## config.mk

```make
export PLATFORM = sky130hd
export DESIGN_NAME = image_fetch
export DESIGN_NICKNAME = d
export VERILOG_FILES = /design/src/rtl/image_fetch.sv
export SDC_FILE = /design/constraint.sdc
export NUM_CORES = 1
export LEC_CHECK = 0
export BUFFER_PORTS_ARGS = -buffer_cell sky130_fd_sc_hd__buf_2
export CORE_MARGIN = 5
export CORE_UTILIZATION = 40
export DETAILED_ROUTE_END_ITERATION = 12
export GPL_TIMING_DRIVEN = 0
export PLACE_DENSITY_LB_ADDON = 0.12
export SETUP_SLACK_MARGIN = 0.3
export SYNTH_ARGS = -nofsm -noshare
export SYNTH_HDL_FRONTEND = slang
export SYNTH_SLANG_ARGS = --single-unit
```

## constraint.sdc

```tcl
create_clock -name clk -period 2.6 [get_ports clk]
set_input_delay 0.13 -clock clk [delete_from_list [all_inputs] [get_ports clk]]
set_output_delay 0.13 -clock clk [all_outputs]
set_load 0.01 [all_outputs]
```

## src/rtl/image_fetch.sv

```systemverilog
// image_fetch: walks one 28x28 image in the ROM and streams its pixels out valid/ready.
// Latency: pixel 0 valid two cycles after an accepted start; then 1 pixel/clock while pix_ready is high.
// Backpressure: pix_ready low holds pix_data/pix_idx/rom_addr; pix_valid is never dropped without a handshake.
// Optional IMAGE_FETCH_CHECKSUM_EN adds a 16-bit running sum of the streamed pixels.
module image_fetch #(
  parameter int PIXELS     = 784,
  parameter int NUM_IMAGES = 10,
  parameter int ADDR_W     = 13,
  parameter int DATA_W     = 8
) (
  input  logic              clk,
  input  logic              rst_n,
  input  logic              start,
  input  logic [3:0]        img_sel,
  output logic              busy,
  output logic              done,
  output logic              err,
  output logic [ADDR_W-1:0] rom_addr,
  input  logic [DATA_W-1:0] rom_data,
  output logic              pix_valid,
  input  logic              pix_ready,
  output logic [DATA_W-1:0] pix_data,
  output logic [9:0]        pix_idx,
`ifdef IMAGE_FETCH_CHECKSUM_EN
  output logic [15:0]       checksum,
`endif
  output logic              pix_last
);

  typedef enum logic [1:0] {IDLE, PRIME, STREAM} state_t;

  localparam logic [ADDR_W-1:0] PIX_A    = ADDR_W'(PIXELS);
  localparam logic [9:0]        LAST_IDX = 10'(PIXELS - 1);
  localparam logic [4:0]        NUM_SEL  = 5'(NUM_IMAGES);

  state_t              state, state_nx;
  logic                busy_nx, done_nx, err_nx, valid_nx;
  logic [ADDR_W-1:0]   addr_nx;
  logic [DATA_W-1:0]   data_nx;
  logic [9:0]          idx_nx;
  logic                sel_ok;
  logic                hs;

  assign sel_ok   = ({1'b0, img_sel} < NUM_SEL);
  assign hs       = pix_valid && pix_ready;
  assign pix_last = pix_valid && (pix_idx == LAST_IDX);

  // Next-state and next-register values; everything holds unless the state says otherwise.
  always_comb begin
    state_nx = state;
    busy_nx  = busy;
    done_nx  = 1'b0;
    err_nx   = 1'b0;
    addr_nx  = rom_addr;
    valid_nx = pix_valid;
    data_nx  = pix_data;
    idx_nx   = pix_idx;
    case (state)
      IDLE: begin
        if (start) begin
          if (sel_ok) begin
            // Largest base plus image length stays below 2^ADDR_W, so no wrap.
            addr_nx  = ADDR_W'(img_sel) * PIX_A;
            busy_nx  = 1'b1;
            state_nx = PRIME;
          end else begin
            err_nx = 1'b1;
          end
        end
      end
      PRIME: begin
        // ROM is combinational: rom_data already reflects the base address.
        data_nx  = rom_data;
        idx_nx   = 10'd0;
        valid_nx = 1'b1;
        addr_nx  = rom_addr + ADDR_W'(1);
        state_nx = STREAM;
      end
      STREAM: begin
        if (hs) begin
          if (pix_last) begin
            // rom_addr is left one past the image; nobody reads it.
            valid_nx = 1'b0;
            busy_nx  = 1'b0;
            done_nx  = 1'b1;
            state_nx = IDLE;
          end else begin
            data_nx = rom_data;
            idx_nx  = pix_idx + 10'd1;
            addr_nx = rom_addr + ADDR_W'(1);
          end
        end
      end
      default: state_nx = IDLE;
    endcase
  end

  // State and output registers.
  always_ff @(posedge clk or negedge rst_n) begin
    if (!rst_n) begin
      state     <= IDLE;
      busy      <= 1'b0;
      done      <= 1'b0;
      err       <= 1'b0;
      rom_addr  <= '0;
      pix_valid <= 1'b0;
      pix_data  <= '0;
      pix_idx   <= '0;
    end else begin
      state     <= state_nx;
      busy      <= busy_nx;
      done      <= done_nx;
      err       <= err_nx;
      rom_addr  <= addr_nx;
      pix_valid <= valid_nx;
      pix_data  <= data_nx;
      pix_idx   <= idx_nx;
    end
  end

`ifdef IMAGE_FETCH_CHECKSUM_EN
  // Running pixel sum: cleared on an accepted start, frozen after done until the next one.
  always_ff @(posedge clk or negedge rst_n) begin
    if (!rst_n) begin
      checksum <= '0;
    end else if (state == IDLE && start && sel_ok) begin
      checksum <= '0;
    end else if (hs) begin
      checksum <= checksum + 16'(pix_data);
    end
  end
`endif

endmodule

```

==> results.yml, run 1 <==
cts:
  cts_tree: "yes"
  cts_buffers: 5
  htreeDepth: 2
  cts-root-buf: "clkbuf_8"
  cts_buffer_depth: 2
  cts_sinks: 37
  clkTransAtPathRegs_ns: 0.08
  clock_latency_ns: 0.30
worst_setup_path:
  critPathKind: "flip-flop to flip-flop"
  endpoint_kind: "flip-flop"
  critPathMaxFanout: 5
  cp_num_buf_inv: 2
  critical_path_arrival_ns: 2.43
  required_ns: 2.80
  cpPeakStageDelay_ns: 0.38
  slowest_stage: "dfrtp_1"
  cp_top_family: "compound AO/OA/AOI/OAI gates"
  path_cells: "inv_1, ha_1, a21boi_1, or2_2, a211oi_4, buf_2, nor2_1, a211oi_1"
  cp-start-kind: "flip-flop"
sta:
  fin_worst_skew_ns: 0.00377
  period_minus_slack_ns: 2.23
  max_slew_margin_pct: 43.0
  drv_slew: 0
  tightest_slew_ns: 0.854
  final_hold_viol_count: 0
  fmax_mhz: 449
  fin_setup_tns_ns: 0
  setup_viol: 0
  rsz0062_at_grt: "yes"
  post-route-period-util_pct: 85.7
synth:
  synth-seq-cells: 37
  yosysUniqueCellTypes: 38
  synth-simple-area-share_pct: 21.7
  synth_top_area_share_pct: 43.5
  syn_inst: 223
  synth_nets: 253
  synth_fa_ha_area_share_pct: 8.23
  synthMuxAreaShare_pct: 5.29
  synth_top_family_by_area: "simple AND/OR/NAND/NOR gates"
  seq_area_frac_synth_pct: 43.5
  synth_compound_area_share_pct: 16.0
  yosys-top-cells-area: "dfrtp_1, ha_1, mux2_2"
  yosys_warnings: 0
  synth_xor_xnor_area_share_pct: 1.65
  synth_area_um2: 2130
  avgSynthCellArea_um2: 9.55
  synth_top_cell_by_area: "dfrtp_1"
worst_hold_path:
  hp-class: "input port to flip-flop"
global_routing:
  grt_pass1_vias: 1752
  grt_pass1_wl_um: 8650
  grt_overflow_total: 0
  antenna_found_initial: 0
  grt_max_degree: 38
  grt.total_usage_pct: 15.1
floorplanning:
  ios: 52
  dieArea_um2: 6880
  coreArea_um2: 5140
  die_height_um: 83.0
  initial_core_util_pct: 41.4
  die_x_um: 83.0
  row_count: 26
placed_design:
  hpwl_um: 3640
  port_buffers: 51
  gp_congestion: 0.796
power_and_ir_drop:
  swShare_pct: 44.0
  power_frac_seq_pct: 30.9
  p_int_uw: 1730
  p_leak_uw: 0.00127
  p_switching_uw: 1360
  p_comb_share_pct: 55.1
  clkPwrFrac_pct: 13.9
  power_per_cell_area_nw_per_um2: 1160
  ir_drop_v: 0.000513
detailed_routing:
  vias: 1851
  wire_per_inst_um: 14.3
  drt-total-wl_um: 5130
  ant_nets: 0
  initialDrtViolationCount: 75
  firstDrtPassIters: 4
  drc: 0
  vias_per_cell: 5.16
final_layout:
  final_cell_mix: "buf_2, dfrtp_1, nand2_1"
  area_growth_pct: 25.1
  n_antenna_cell: 0
  multi_input_area_um2: 1160
  drive_above_1_share_pct: 32.9
  layout_commonest_cell: "buf_2"
  fin_util_pct: 51.8
  fin_nets: 318
  ff_latch_area_um2: 926
  fillCellCount: 512
run_status:
  status: "complete, no violations"
run:
  max-cap-violations: 0
-- Yosys cell counts (all sizes together) --
master,number
nand2,23
inv,7
and4,3
or4,1
nand3b,1
o211ai,2
a21boi,2
buf,4
nand4,5
o21ai,19
mux2,10
and3,3
and2,1
clkbuf,5
a31o,1
nand2b,2
a31oi,1
ha,14
a211o,1
nor3,11
or3,4
o21a,1
nand3,11
a21o,5
a211oi,8
dfrtp,37
xor2,3
nor2,18
or2,3
nand4b,2
xnor2,1
a22o,1
o41ai,1
a21oi,12
-- timing repair --
item	CTS	global route
hold endpoints to repair	37	0
buffers inserted	0	5
hold buffers	1	0
gates resized for setup	5	10
pin swaps	0	2
cloned	0	1
endpoints found under the setup margin	19	20
-- per-layer routing --
layer	part of all wire [%]	global-route usage, %
met5	0	0
met4	0.86	3.57
met3	4.3	4.46
met2	47	22.6
met1	47	21.4
-- stage by stage --
stage / hold slack, ns / worst slack (ns) / cells / cell area [µm²] / total power (µW)
final: 0.0585 / 0.372 / 359 / 2670 / 3090
after global routing: 0.0420 / 0.255 / 359 / 2670 / 3360
after CTS: 0.0484 / 0.330 / 353 / 2600 / 2980
after detailed placement: 0.285 / 0.0714 / 344 / 2470 / 2500
after global placement: 0.294 / 0.110 / 344 / 2470 / 2480
after floorplan: -0.166 / 0.552 / 223 / 2130 / 2000
-- layout make-up --
cell class	instances	area share, %
clock buffers	5	2.58
flip-flops and latches	37	34.7
inverters	7	0.986
well taps	70	3.29
plain buffers	9	2.21
repair buffers	58	11.5
clock inverters	3	0.939
multi-input cells	170	43.7
-- logic make-up (layout without fill, tap and decap cells) --
kind of cell / count (synthesis) / in the layout
AOI/OAI and AO/OA: 54 / 54
and+or+nand+nor: 88 / 88
xor gates and xnor gates: 4 / 4
muxes: 10 / 10
adders and majority gates: 14 / 14
buffers and inverters: 16 / 82
DFF: 37 / 37
-- flip-flops by register name, summed over array words and instances (netlist names) --
name / flops
busy: 1
pix_data: 8
pix_valid: 1
rom_addr: 13
err: 1
pix_idx: 10
done: 1
state: 2
-- final timing paths --
| kind | from | to | slack [ns] | cells after the start |
|---|---|---|---|---|
| worst max register to register | state[0]$_DFFE_PN0P_ | rom_addr[4]$_DFFE_PN0P_ | 0.37 | 8 |
| max in group asynchronous | rst_n | pix_idx[6]$_DFFE_PN0P_ | 1.59 | 2 |
| worst min-delay path | rom_data[2] | pix_data[2]$_DFFE_PN0P_ | 0.06 | 2 |
| worst min register to register | pix_data[4]$_DFFE_PN0P_ | pix_data[4]$_DFFE_PN0P_ | 0.50 | 1 |
| worst max-delay path | state[0]$_DFFE_PN0P_ | rom_addr[4]$_DFFE_PN0P_ | 0.37 | 8 |
| min in group asynchronous | rst_n | pix_idx[3]$_DFFE_PN0P_ | 0.48 | 2 |
-- power groups by stage --
stage / combinational [µW] / clock (µW) / sequential (µW)
floorplan: 981 / 0 / 1020
global placement: 1510 / 0 / 963
detailed placement: 1530 / 0 / 966
CTS: 1580 / 447 / 956
global route: 1890 / 474 / 993
finish: 1700 / 430 / 955
Note: power is estimated with default switching activity, not from simulation.
==> run 2: changes to the inputs <==
BUFFER_PORTS_ARGS = -buffer_cell sky130_fd_sc_hd__buf_4   (was -buffer_cell sky130_fd_sc_hd__buf_2)
==> run 2 against run 1 <==
First-iteration DRC count increased by 2.7%. Cell count decreased by 0.84%. Sequential share of layout area decreased by 1.6 points. Die area unchanged. Clock power increased by 24%. Maximum frequency increased by 0.99%. Combinational power about the same. Core utilization increased by 2.4 points. Routed wire length decreased by 1.9%. Critical endpoint is now pix_idx[8]$_DFFE_PN0P_. Highest routed layer unchanged.
==> results.yml, run 2 (synthesis gave the netlist of run 1 again) <==
cts:
  cts_sinks: 37
  clkTransAtPathRegs_ns: 0.08
  clock_latency_ns: 0.29
  cts_tree: "yes"
  cts_buffer_depth: 2
  cts_buffers: 5
  htreeDepth: 2
  cts-root-buf: "clkbuf_8"
detailed_routing:
  drt-total-wl_um: 5030
  vias_per_cell: 5.28
  drc: 0
  initialDrtViolationCount: 77
  wire_per_inst_um: 14.1
  ant_nets: 0
  vias: 1878
  firstDrtPassIters: 5
sta:
  post-route-period-util_pct: 84.8
  tightest_slew_ns: 0.556
  fin_setup_tns_ns: 0
  rsz0062_at_grt: "yes"
  final_hold_viol_count: 0
  period_minus_slack_ns: 2.21
  worst_slack_ns: 0.394
  timing.hold.ws_ns: 0.0639
  drv_slew: 0
  fin_worst_skew_ns: 0.00836
  max_slew_margin_pct: 62.8
  setup_viol: 0
  fmax_mhz: 453
worst_setup_path:
  rr_startpoint: "state[0]$_DFFE_PN0P_"
  critPathKind: "flip-flop to flip-flop"
  required_ns: 2.82
  critical_path_arrival_ns: 2.43
  cp-start-kind: "flip-flop"
  endpoint_kind: "flip-flop"
  ff2ff_path_depth: 7
  critPathMaxFanout: 6
  r2r-end: "pix_idx[8]$_DFFE_PN0P_"
  reg2reg_slack_ns: 0.39
worst_hold_path:
  hp-start: "rom_data[4]"
  hp-class: "input port to flip-flop"
  hold_path_end: "pix_data[4]$_DFFE_PN0P_"
  hold_depth: 2
floorplanning:
  coreArea_um2: 5140
  row_count: 26
  dieArea_um2: 6880
  ios: 52
  die_x_um: 83.0
  die_height_um: 83.0
  initial_core_util_pct: 41.4
final_layout:
  fin_nets: 315
  drive_above_1_share_pct: 31.8
  layout_commonest_cell: "buf_4"
  final_cell_mix: "buf_4, dfrtp_1, nand2_1"
  largest_reg_flops: 13
  fillCellCount: 493
  n_antenna_cell: 0
  reg_top3: "rom_addr x13, pix_idx x10, pix_data x8"
  area_growth_pct: 31.0
  stdcell_area_um2: 2790
  largest_register: "rom_addr"
global_routing:
  antenna_found_initial: 0
  grt_pass1_vias: 1759
  met2_usage_pct: 24.3
  grt_pass1_wl_um: 8640
  top_usage_layer: "met2"
  grtUsageMet1_pct: 19.8
  use_met3_pct: 4.16
  grt_overflow_total: 0
  grt.total_usage_pct: 15.2
  grt_max_degree: 38
placed_design:
  hpwl_um: 3600
  port_buffers: 51
  dpl_cell_area_um2: 2600
  gp_congestion: 0.781
  pre_cts_slack_ns: 0.0930
power_and_ir_drop:
  p_leak_uw: 0.00130
  power_per_cell_area_nw_per_um2: 1150
  ir_drop_v: 0.000519
run_status:
  status: "complete, no violations"
run:
  max-cap-violations: 0
run 2: what timing repair did:
action / 4_1_cts / 5_1_grt
hold buffers: 1 / 0
endpoints found under the hold margin: 37 / 0
setup endpoints to repair: 19 / 20
gates resized for setup: 3 / 10
cloned: 0 / 0
pin swaps: 0 / 3
buffers inserted: 0 / 3
run 2: worst max-delay path by stage:
stage | end | slack, ns | cells after the start | start
after floorplan | state[0]$_DFFE_PN0P_ | 0.55 | 5 | pix_idx[6]$_DFFE_PN0P_
after global placement | rom_addr[6]$_DFFE_PN0P_ | 0.11 | 8 | state[0]$_DFFE_PN0P_
after detailed placement | rom_addr[5]$_DFFE_PN0P_ | 0.09 | 8 | state[0]$_DFFE_PN0P_
after CTS | rom_addr[5]$_DFFE_PN0P_ | 0.29 | 8 | state[0]$_DFFE_PN0P_
after global routing | rom_addr[8]$_DFFE_PN0P_ | 0.27 | 9 | state[0]$_DFFE_PN0P_
final | pix_idx[8]$_DFFE_PN0P_ | 0.39 | 7 | state[0]$_DFFE_PN0P_
run 2: critical path, stage by stage (launching register included):
cell and delay (ns):
dfrtp_1 0.41, inv_1 0.08, ha_1 0.24, a21boi_1 0.20, nand2b_2 0.28, or3_1 0.42
or3_1 0.36, a21oi_1 0.15
run 2: area by class of cell:
class,count,area [µm²],area share [%]
clock buffer,6,82.6,2.96
inverter,7,26.3,0.942
sequential,37,926,33.2
timing repair buffer,55,415,14.9
buffer,9,58.8,2.11
clock inverter,2,37.5,1.35
tap,70,87.6,3.14
multi-input combinational,170,1160,41.4
run 2: layer usage:
metal  routed length, µm  part of all wire [%]
met5                   0                     0
met4                  68                   1.4
met2                2370                    47
met1                2310                    46
met3                 278                   5.5
run 2: report_power, final:
part | switching (µW) | total (µW) | leakage (µW) | internal (µW)
Sequential | 193 | 969 | 0.000459 | 777
Combinational | 904 | 1710 | 0.000781 | 806
Clock | 219 | 532 | 0.0000574 | 312
Total | 1320 | 3210 | 0.00130 | 1890
run 2: through the flow:
step	total power, µW	util [%]	cells
2_1_floorplan	2000	-	223
3_3_place_gp	2570	50.6	344
3_5_place_dp	2590	50.6	344
4_1_cts	3150	53.3	353
5_1_grt	3490	54.3	356
6_report	3210	54.3	356
==> run 3: changes to the inputs <==
clock period = 1.8 ns   (was 2.6 ns; I/O delays follow)
==> run 3 against run 2 <==
The run now ends with setup timing left. Clock-buffer cell count is 1 higher. Combinational power is 100% higher. Power is 69% higher. Non-clock buffer count is 25 higher. Cell count is 7.0% higher. Core utilization is 8.0 points higher. Sequential power is 44% higher. Via count is 7.9% higher. Critical path type unchanged. Critical endpoint is now rom_addr[8]$_DFFE_PN0P_.
==> results.yml, run 3 (synthesis gave the netlist of run 1 again) <==
global_routing:
  grt.total_usage_pct: 16.9
  grt_overflow_total: 0
  grt_max_degree: 38
  grt_pass1_wl_um: 9740
  antenna_found_initial: 0
  grt_pass1_vias: 2025
run_status:
  violations: "setup timing"
  status: "finished, violations left"
floorplanning:
  die_height_um: 83.0
  ios: 52
  die_x_um: 83.0
  coreArea_um2: 5140
  row_count: 26
  dieArea_um2: 6880
  initial_core_util_pct: 41.4
placed_design:
  dpl_cell_area_um2: 2660
  port_buffers: 51
  hpwl_um: 3710
  pre_cts_slack_ns: -0.333
  gp_congestion: 0.825
sta:
  fmax_mhz: 514
  fin_worst_skew_ns: 0.00552
  final_hold_viol_count: 0
  worst_slack_ns: -0.146
  period_minus_slack_ns: 1.95
  setup_viol: 24
  tightest_slew_ns: 0.532
  drv_slew: 0
  post-route-period-util_pct: 108
  timing.hold.ws_ns: 0.0355
  max_slew_margin_pct: 64.4
  rsz0062_at_grt: "yes"
cts:
  cts_buffer_depth: 2
  cts_tree: "yes"
  clkTransAtPathRegs_ns: 0.07
  cts_sinks: 37
  htreeDepth: 2
  cts_buffers: 5
  cts-root-buf: "clkbuf_8"
  clock_latency_ns: 0.28
worst_hold_path:
  hp-class: "input port to flip-flop"
  hold_path_end: "pix_data[3]$_DFFE_PN0P_"
  hold_depth: 2
  hp-start: "rom_data[3]"
worst_setup_path:
  critPathMaxFanout: 10
  reg2reg_slack_ns: -0.15
  ff2ff_path_depth: 8
  r2r-end: "rom_addr[8]$_DFFE_PN0P_"
  critical_path_arrival_ns: 2.11
  endpoint_kind: "flip-flop"
  required_ns: 1.96
  cp-start-kind: "flip-flop"
  critPathKind: "flip-flop to flip-flop"
  rr_startpoint: "state[1]$_DFFE_PN0P_"
final_layout:
  final_cell_mix: "buf_4, dfrtp_1, nand2_1"
  fin_util_pct: 62.3
  fin_nets: 341
  layout_commonest_cell: "buf_4"
  drive_above_1_share_pct: 46.9
  n_antenna_cell: 0
  largest_register: "rom_addr"
  reg_top3: "rom_addr x13, pix_idx x10, pix_data x8"
  stdcell_area_um2: 3200
  largest_reg_flops: 13
  area_growth_pct: 50.4
detailed_routing:
  vias_per_cell: 5.32
  initialDrtViolationCount: 99
  vias: 2027
  drc: 0
  wire_per_inst_um: 15.2
  firstDrtPassIters: 7
  drt-total-wl_um: 5800
  ant_nets: 0
power_and_ir_drop:
  power_per_cell_area_nw_per_um2: 1700
  p_leak_uw: 0.00147
  ir_drop_v: 0.00121
run:
  max-cap-violations: 0
[run 3: changes by cell type in the layout (fill, tap and decap cells not counted), moves of 3 or more]
cell / change
buf_4: +15
o21ai_0: -11
o21ai_1: +9
buf_6: +8
nor3_1: -6
a21oi_1: -5
nor3_2: +5
a21oi_2: +4
inv_1: -4
ha_1: -3
inv_2: +3
[run 3: worst max-delay path by stage]
stage	start	endpoint	slack, ns	cells past startpoint
5_1_grt	pix_idx[5]$_DFFE_PN0P_	rom_addr[10]$_DFFE_PN0P_	-0.22	7
3_3_place_gp	state[0]$_DFFE_PN0P_	rom_addr[6]$_DFFE_PN0P_	-0.33	8
6_report	state[1]$_DFFE_PN0P_	rom_addr[8]$_DFFE_PN0P_	-0.15	8
4_1_cts	pix_idx[5]$_DFFE_PN0P_	rom_addr[6]$_DFFE_PN0P_	-0.18	7
2_1_floorplan	pix_idx[4]$_DFFE_PN0P_	state[0]$_DFFE_PN0P_	-0.13	5
3_5_place_dp	state[0]$_DFFE_PN0P_	rom_addr[6]$_DFFE_PN0P_	-0.33	9
[run 3: layer usage]
metal	track usage (%)	vias to the layer above	wire length, µm
met4	5.50	0	93
met1	22.8	972	2630
li1	-	977	-
met5	0	-	0
met2	26.5	67	2770
met3	4.36	11	308
[run 3: area by class of cell]
class | instances | area (µm²)
buffer | 9 | 80.1
tap | 70 | 87.6
multi-input combinational | 171 | 1340
clock buffer | 7 | 86.3
sequential | 37 | 927
fill | 464 | 1940
inverter | 7 | 28.8
timing repair buffer | 80 | 649
[run 3: repair_timing]
action / CTS / global route
pin swaps: 15 / 12
gates cloned: 1 / 1
hold buffers: 1 / 0
setup endpoints to repair: 37 / 37
resized for setup: 34 / 26
hold endpoints to repair: 37 / 0
buffers inserted: 21 / 6
[run 3: critical path, stage by stage (launching register included)]
cell and delay [ns]:
dfrtp_2 0.45, ha_4 0.19, a21boi_4 0.15, or2_4 0.26, a211o_1 0.24, buf_6 0.15
buf_12 0.15, nor3_2 0.19, nor3_1 0.06
[run 3: report_power, final]
| group | switching (µW) | internal, µW | total, µW |
|---|---|---|---|
| clock network | 292 | 304 | 596 |
| logic | 1670 | 1760 | 3440 |
| registers | 273 | 1120 | 1400 |
| total | 2240 | 3190 | 5430 |
[run 3: metrics by stage]
stage | TNS, ns | cells | total power (µW)
3_3_place_gp | -5.93 | 344 | 3890
6_report | -1.76 | 381 | 5430
2_1_floorplan | -1.01 | 223 | 3080
3_5_place_dp | -6.18 | 344 | 3920
5_1_grt | -3.69 | 381 | 5860
4_1_cts | -2.71 | 374 | 5170
